--- src/rtl/ecs_bit_unstuffer.sv ---
// rtl/ecs_bit_unstuffer.sv - ECS byte-to-bit unstuffer with 0xFF00 removal and RST/EOI marker detection
module ecs_bit_unstuffer #(
    parameter logic RST_SEQ_CHECK = 1'b1
) (
    input  logic       i_sysclk,
    input  logic       i_arstn,
    input  logic       i_srst,
    input  logic       i_byte_en,
    input  logic [7:0] i_byte,
    output logic       o_byte_ready,
    input  logic       i_bit_re,
    output logic       o_scan_en,
    output logic       o_ecs_bit,
    input  logic       i_resync,
    output logic       o_rst_marker,
    output logic       o_eoi,
    output logic       o_err
);

    logic [7:0] la_q, la_d;
    logic       la_v_q, la_v_d;
    logic       la_ff_q, la_ff_d;
    logic [7:0] sh_q, sh_d;
    logic [3:0] cnt_q, cnt_d;
    logic [2:0] seq_q, seq_d;
    logic       rst_marker_q, rst_marker_d;
    logic       eoi_q, eoi_d;
    logic       err_q, err_d;

    logic halt, byte_ready, accept, consume, load;

    assign halt       = rst_marker_q | eoi_q | err_q;
    assign byte_ready = ~halt & (~la_v_q | la_ff_q);
    assign accept     = i_byte_en & byte_ready;
    assign consume    = (cnt_q != 4'd0) & i_bit_re;
    // Refill on the last bit's consume so consecutive bytes stream without a bubble.
    assign load       = la_v_q & ~la_ff_q & ((cnt_q == 4'd0) | ((cnt_q == 4'd1) & consume));

    always_comb begin
        la_d         = la_q;
        la_v_d       = la_v_q;
        la_ff_d      = la_ff_q;
        sh_d         = sh_q;
        cnt_d        = cnt_q;
        seq_d        = seq_q;
        rst_marker_d = rst_marker_q;
        eoi_d        = eoi_q;
        err_d        = err_q;

        if (consume) begin
            sh_d  = {sh_q[6:0], 1'b0};
            cnt_d = cnt_q - 4'd1;
        end
        if (load) begin
            sh_d   = la_q;
            cnt_d  = 4'd8;
            la_v_d = 1'b0;
        end

        if (accept) begin
            if (la_v_q && la_ff_q) begin
                case (i_byte)
                    8'h00: la_ff_d = 1'b0;
                    8'hFF: begin
                    end
                    8'hD9: begin
                        la_v_d  = 1'b0;
                        la_ff_d = 1'b0;
                        eoi_d   = 1'b1;
                    end
                    default: begin
                        la_v_d  = 1'b0;
                        la_ff_d = 1'b0;
                        if (i_byte[7:3] == 5'b11010) begin
                            rst_marker_d = 1'b1;
                            if (RST_SEQ_CHECK && (i_byte[2:0] != seq_q))
                                err_d = 1'b1;
                        end else begin
                            err_d = 1'b1;
                        end
                    end
                endcase
            end else begin
                la_d    = i_byte;
                la_v_d  = 1'b1;
                la_ff_d = (i_byte == 8'hFF);
            end
        end

        // Restart boundary drops any leftover padding bits.
        if (i_resync && rst_marker_q) begin
            cnt_d        = 4'd0;
            rst_marker_d = 1'b0;
            seq_d        = seq_q + 3'd1;
        end

        if (i_srst) begin
            la_v_d       = 1'b0;
            la_ff_d      = 1'b0;
            sh_d         = 8'h00;
            cnt_d        = 4'd0;
            seq_d        = 3'd0;
            rst_marker_d = 1'b0;
            eoi_d        = 1'b0;
            err_d        = 1'b0;
        end
    end

    always_ff @(posedge i_sysclk or negedge i_arstn) begin
        if (!i_arstn) begin
            la_q         <= 8'h00;
            la_v_q       <= 1'b0;
            la_ff_q      <= 1'b0;
            sh_q         <= 8'h00;
            cnt_q        <= 4'd0;
            seq_q        <= 3'd0;
            rst_marker_q <= 1'b0;
            eoi_q        <= 1'b0;
            err_q        <= 1'b0;
        end else begin
            la_q         <= la_d;
            la_v_q       <= la_v_d;
            la_ff_q      <= la_ff_d;
            sh_q         <= sh_d;
            cnt_q        <= cnt_d;
            seq_q        <= seq_d;
            rst_marker_q <= rst_marker_d;
            eoi_q        <= eoi_d;
            err_q        <= err_d;
        end
    end

    assign o_byte_ready = byte_ready;
    assign o_scan_en    = (cnt_q != 4'd0);
    assign o_ecs_bit    = sh_q[7];
    assign o_rst_marker = rst_marker_q;
    assign o_eoi        = eoi_q;
    assign o_err        = err_q;

endmodule

--- config.mk ---
export PLATFORM = sky130hd
export DESIGN_NAME = ecs_bit_unstuffer
export DESIGN_NICKNAME = d
export VERILOG_FILES = /design/src/rtl/ecs_bit_unstuffer.sv
export SDC_FILE = /design/constraint.sdc
export NUM_CORES = 1
export LEC_CHECK = 0
export CAP_MARGIN = 20
export CORE_UTILIZATION = 40
export CTS_CLUSTER_DIAMETER = 60
export CTS_CLUSTER_SIZE = 16
export DETAILED_ROUTE_END_ITERATION = 7
export PLACE_DENSITY_LB_ADDON = 0.12
export SETUP_SLACK_MARGIN = 0.2
export SLEW_MARGIN = 15
export SYNTH_ARGS = -nofsm -noshare
export SYNTH_HDL_FRONTEND = slang
export SYNTH_SLANG_ARGS = --single-unit
--- constraint.sdc ---
create_clock -name i_sysclk -period 1.85 [get_ports i_sysclk]
set_input_delay 0.2775 -clock i_sysclk [delete_from_list [all_inputs] [get_ports i_sysclk]]
set_output_delay 0.2775 -clock i_sysclk [all_outputs]
set_load 0.02 [all_outputs]
Word level (Yosys, flattened, before mapping)

Index checks and enable logic that the tools add are counted.

Input port bits: 14
Register bits after elaboration: 28
Word-level logic and storage cells: 89
Output and inout bits: 6

Add/subtract/negate cells: 2
Reduce and logical (&&, ||, !) cells: 21
Bitwise gates (word level): 14
Equal/unequal tests: 9
Muxes and demuxes: 34

Operators by type and width:

| operator                                         | count |
|---|---|
| 2-to-1 mux 1 bit                                 | 25 |
| 2-to-1 mux 8 bit                                 | 3 |
| == test 8 bit, second input constant             | 2 |
| 2-to-1 mux 4 bit                                 | 4 |
| nonzero test 3 bit                               | 4 |
| zero test 8 bit                                  | 1 |
| AND reduction 4 bit                              | 2 |
| nonzero test 2 bit                               | 4 |
| nonzero test 4 bit                               | 2 |
| bitwise AND 1 bit                                | 6 |
| 2-to-1 mux 3 bit                                 | 2 |
| == test 5 bit, second input constant             | 1 |
| == test 4 x 1 -> 1 bit, second input constant    | 1 |
| zero test 4 bit                                  | 1 |
| inverter 1 bit                                   | 4 |
| OR 1 bit                                         | 4 |
| AND reduction 2 bit                              | 2 |
| subtractor 4 x 1 -> 4 bit, second input constant | 1 |
| adder 3 x 1 -> 3 bit, second input constant      | 1 |
| != test 3 x 1 -> 1 bit, second input constant    | 1 |
| != test 3 x 2 -> 1 bit, second input constant    | 1 |
| != test 3 bit                                    | 1 |
| != test 3 bit, second input constant             | 1 |
| AND reduction 3 bit                              | 1 |
| 4 further kinds                                  | 5 |

Longest topological paths before layout

Word-level depth: 10
Depth in mapped cells: 8

Least setup slack after synthesis

Ideal clock, no wire load.

Kind: register -> register
From: register rst_marker_q, in the netlist o_rst_marker
To: register la_q[0]
Path slack: -0.079 ns
Setup time: 0.125 ns
Period minus slack after synthesis: 1.929 ns
Arrival: 1.804 ns
Cell stages (with the launch flop): 5
Buffers on the path: 1
Cell sequence: dfrtp_1 > clkbuf_2 > or4b_4 > nor2_2 > mux2_2

Longest elaborated chain between the ends: 6

Ends and longest elaborated chain:

| item                                 | RTL line | text |
|---|---|---|
| start, declared                      | 26       | `logic rst_marker_q, rst_marker_d;` |
| start signal, assigned               | 127      | `rst_marker_q <= rst_marker_d;` |
| OR 1 bit (2 in a row)                | 32       | `assign halt = rst_marker_q \| eoi_q \| err_q;` |
| inverter 1 bit                       | 33       | `assign byte_ready = ~halt & (~la_v_q \| la_ff_q);` |
| bitwise AND 1 bit                    | 33       |  |
| bitwise AND 1 bit                    | 34       | `assign accept = i_byte_en & byte_ready;` |
| AND reduction 2 bit (no source line) | --       |  |
| end signal, assigned                 | 121      | `la_q <= la_d;` |
| end, declared                        | 20       | `logic [7:0] la_q, la_d;` |

Every way passes these cells.
A chain may end at the register's enable or synchronous reset.

Worst setup path after layout

From: register cnt_q[1]
To: output o_scan_en

Longest elaborated chain between the ends: 1

Ends and longest elaborated chain:

| item                   | RTL line | text |
|---|---|---|
| start, declared        | 24       | `logic [3:0] cnt_q, cnt_d;` |
| start signal, assigned | 125      | `cnt_q <= cnt_d;` |
| nonzero test 4 bit     | 134      | `assign o_scan_en = (cnt_q != 4'd0);` |
| end, declared          | 12       | `output logic o_scan_en,` |

Every way passes these cells.

==> impl_metrics.yaml <==
worst_setup_path:
  r2r_start: "cnt_q[1]$_DFFE_PN0P_"
  worst_setup_path_start_kind: "register"
  cp_data_arrival_time_ns: 1.50
  worstPathMaxFanout: 3
  crit_type: "reg2out"
  rr_worst_depth: 8
  end_kind: "primary output"
  r2r_setup_slack_ns: 0.07
  crit_required_ns: 1.57
  regToRegEndpoint: "sh_q[2]$_DFFE_PN0P_"
cts:
  clkSinkCount: 28
  cts_max_path_buffers: 2
  cts_tree: "done"
  clk_pin_slew_ns: 0.15
  cts_made_buffers: 3
  cts_root_buffer: "clkbuf_4"
  cts-hold-fix-buffers: 0
  h-tree-depth: 1
  insertion_delay_ns: 0.32
yosys:
  avgSynthCellArea_um2: 10.3
  synth-edff-count: 0
  synth_top_family_by_area: "simple AND/OR/NAND/NOR gates"
  ys_ff_latch: 28
  synthAdderAreaFrac: 0.0356
  yosysUniqueCellTypes: 31
  yosys.area_share.simple: 0.212
  synth_xor_xnor_area_share: 0.0436
  syn_area_um2: 1410
  synth-compound-area-share: 0.111
  synth_cells: 137
  synth_mux_area_frac: 0.0711
  syn_nets: 155
  async_flop_share: 1.00
  seq_area_frac_synth: 0.498
  yosys_warnings: 0
  synth_ff_type: "dfrtp_1"
drt:
  firstDrtPassIters: 4
  wl_mm: 3.62
  ant_nets: 0
  drcViolationCount: 0
  viasPerCell: 5.32
  post_drt_wl_per_cell_um: 15.4
  drtIter0Drc: 50
  via_count: 1251
final_layout:
  final_common_cell: "buf_4"
  most-common-layout-cells: "buf_4 (31), dfrtp_1 (25), clkdlybuf4s50_1 (14)"
  antennaDiodeCount: 0
  area_delta_synth_final_pct: 56.2
  finalNetCount: 208
  drive_above_1_share: 0.450
die:
  coreArea_um2: 3360
  rows: 21
  die_y_um: 61.3
  die_w_um: 61.3
  io-pin-count: 20
  die_area_um2: 3760
  start_util: 0.419
sta:
  fmax_mhz: 561
  drv_slew: 0
  period_minus_slack_ns: 1.78
  worst_slack_ns: 0.0681
  finClkSkew_ns: 0.00390
  hold_viol_final: 0
  relSlewSlack: 0.754
  rsz0062_at_grt: "true"
  min_period_over_period: 0.963
  setup_viol: 0
  tightest_slew_ns: 0.368
  tns_ns: 0
pwr:
  clkPwrFrac: 0.124
  switching_share: 0.365
  p_leak_nw: 0.979
  powerDensity_nw_per_um2: 1100
  seq_power_share: 0.349
  vdd_ir_drop_max_uv: 529
  p_switching_uw: 883
  combPwrFrac: 0.528
  power.internal_mw: 1.54
global_route:
  antenna_found_initial: 0
  grt_pass1_wl_mm: 5.47
  grt_pass1_vias: 1217
  grt_overflow: 0
  grt_max_degree: 29
  grt.total_usage: 0.201
placed_design:
  port_buffers: 19
  gp_congestion: 0.779
  pre_cts_slack_ns: -0.0993
  hpwl_mm: 2.37
run_status:
  status: "finished, final reports clean"
job:
  maxCapViolCount: 0
min_path:
  hp-class: "in2async"
## sequential cells by signal, summed over array words and instances (netlist names)
signal	cells
la_q	8
sh_q	8
cnt_q	4
seq_q	3
la_ff_q	1
la_v_q	1
o_eoi	1
o_err	1
o_rst_marker	1
## Yosys cell counts (all sizes together) (2+ instances only)
cell    instances  area [µm²]
buf             2        10.0
a21oi           5        25.0
a21boi          2        15.0
nand2          12        45.0
nor4b           2        17.5
nand3          13        65.1
inv             3        11.3
o22ai           2        12.5
or4b            2        23.8
dfrtp          28         701
xor2            6        52.6
nor2           15        58.8
ha              4        50.1
mux2            8        90.1
nor3            5        25.0
clkbuf          5        20.0
or3             3        18.8
a311oi          8        70.1
or4             3        22.5
## worst max path at each step
stage	endpoint	cells past startpoint	startpoint	slack, ns
6_report	o_scan_en	4	cnt_q[1]$_DFFE_PN0P_	0.07
5_1_grt	sh_q[2]$_DFFE_PN0P_	8	cnt_q[1]$_DFFE_PN0P_	0.004
4_1_cts	o_scan_en	4	cnt_q[1]$_DFFE_PN0P_	0.07
3_5_place_dp	la_q[3]$_DFFE_PN0P_	5	i_byte_en	-0.1
3_3_place_gp	o_rst_marker$_DFFE_PN0P_	6	i_byte[3]	-0.1
2_1_floorplan	la_q[0]$_DFFE_PN0P_	4	o_rst_marker$_DFFE_PN0P_	0.02
## power by group through the flow
stage          Sequential (mW)  Combinational [mW]  Clock, mW
3_5_place_dp             0.847               0.932          0
5_1_grt                  0.862                1.38      0.323
4_1_cts                  0.833                1.06      0.309
3_3_place_gp             0.842               0.917          0
6_report                 0.845                1.28      0.299
2_1_floorplan            0.837               0.602          0
## through the flow
step | hold WS [ns] | power [mW] | instance area (µm²) | instances | util
floorplan | -0.0181 | 1.44 | 1510 | 137 | -
global placement | 0.499 | 1.76 | 1910 | 222 | 0.568
detailed placement | 0.497 | 1.78 | 1910 | 222 | 0.568
CTS | 0.319 | 2.20 | 2020 | 231 | 0.600
global route | 0.359 | 2.56 | 2200 | 235 | 0.654
finish | 0.312 | 2.42 | 2200 | 235 | 0.654
## layer usage
| layer | part of all wire | track usage |
|---|---|---|
| met1 | 0.45 | 0.252 |
| met2 | 0.52 | 0.365 |
| met3 | 0.024 | 0.0252 |
| met4 | 0.0055 | 0.0487 |
| met5 | 0 | 0 |
## logic make-up after synthesis
logic type      Yosys count
xor+xnor                  7
buf+inv                  10
flops                    28
compound gates           21
fa+ha+maj                 4
mux                       9
simple gates             58
## worst max-delay path, cell delays in order, from the launching register on
cell	delay [ns]
dfrtp_1	0.42
inv_2	0.09
ha_4	0.14
or3b_4	0.39
buf_6	0.14
## area by class of cell
class / instances / area, µm²
Timing Repair Buffer: 55 / 508
Clock buffer: 4 / 36.3
Inverter: 3 / 11.3
Fill cell: 300 / 1160
Multi-Input combinational cell: 99 / 881
Tap cell: 46 / 57.6
Sequential cell: 28 / 704
## timing repair
action / in CTS / in global routing
endpoints found under the setup margin: 28 / 25
gates cloned: 2 / 1
buffers inserted: 3 / 3
pin swaps: 2 / 2
gates resized for setup: 25 / 29
Note: power is estimated with default switching activity, not from simulation.
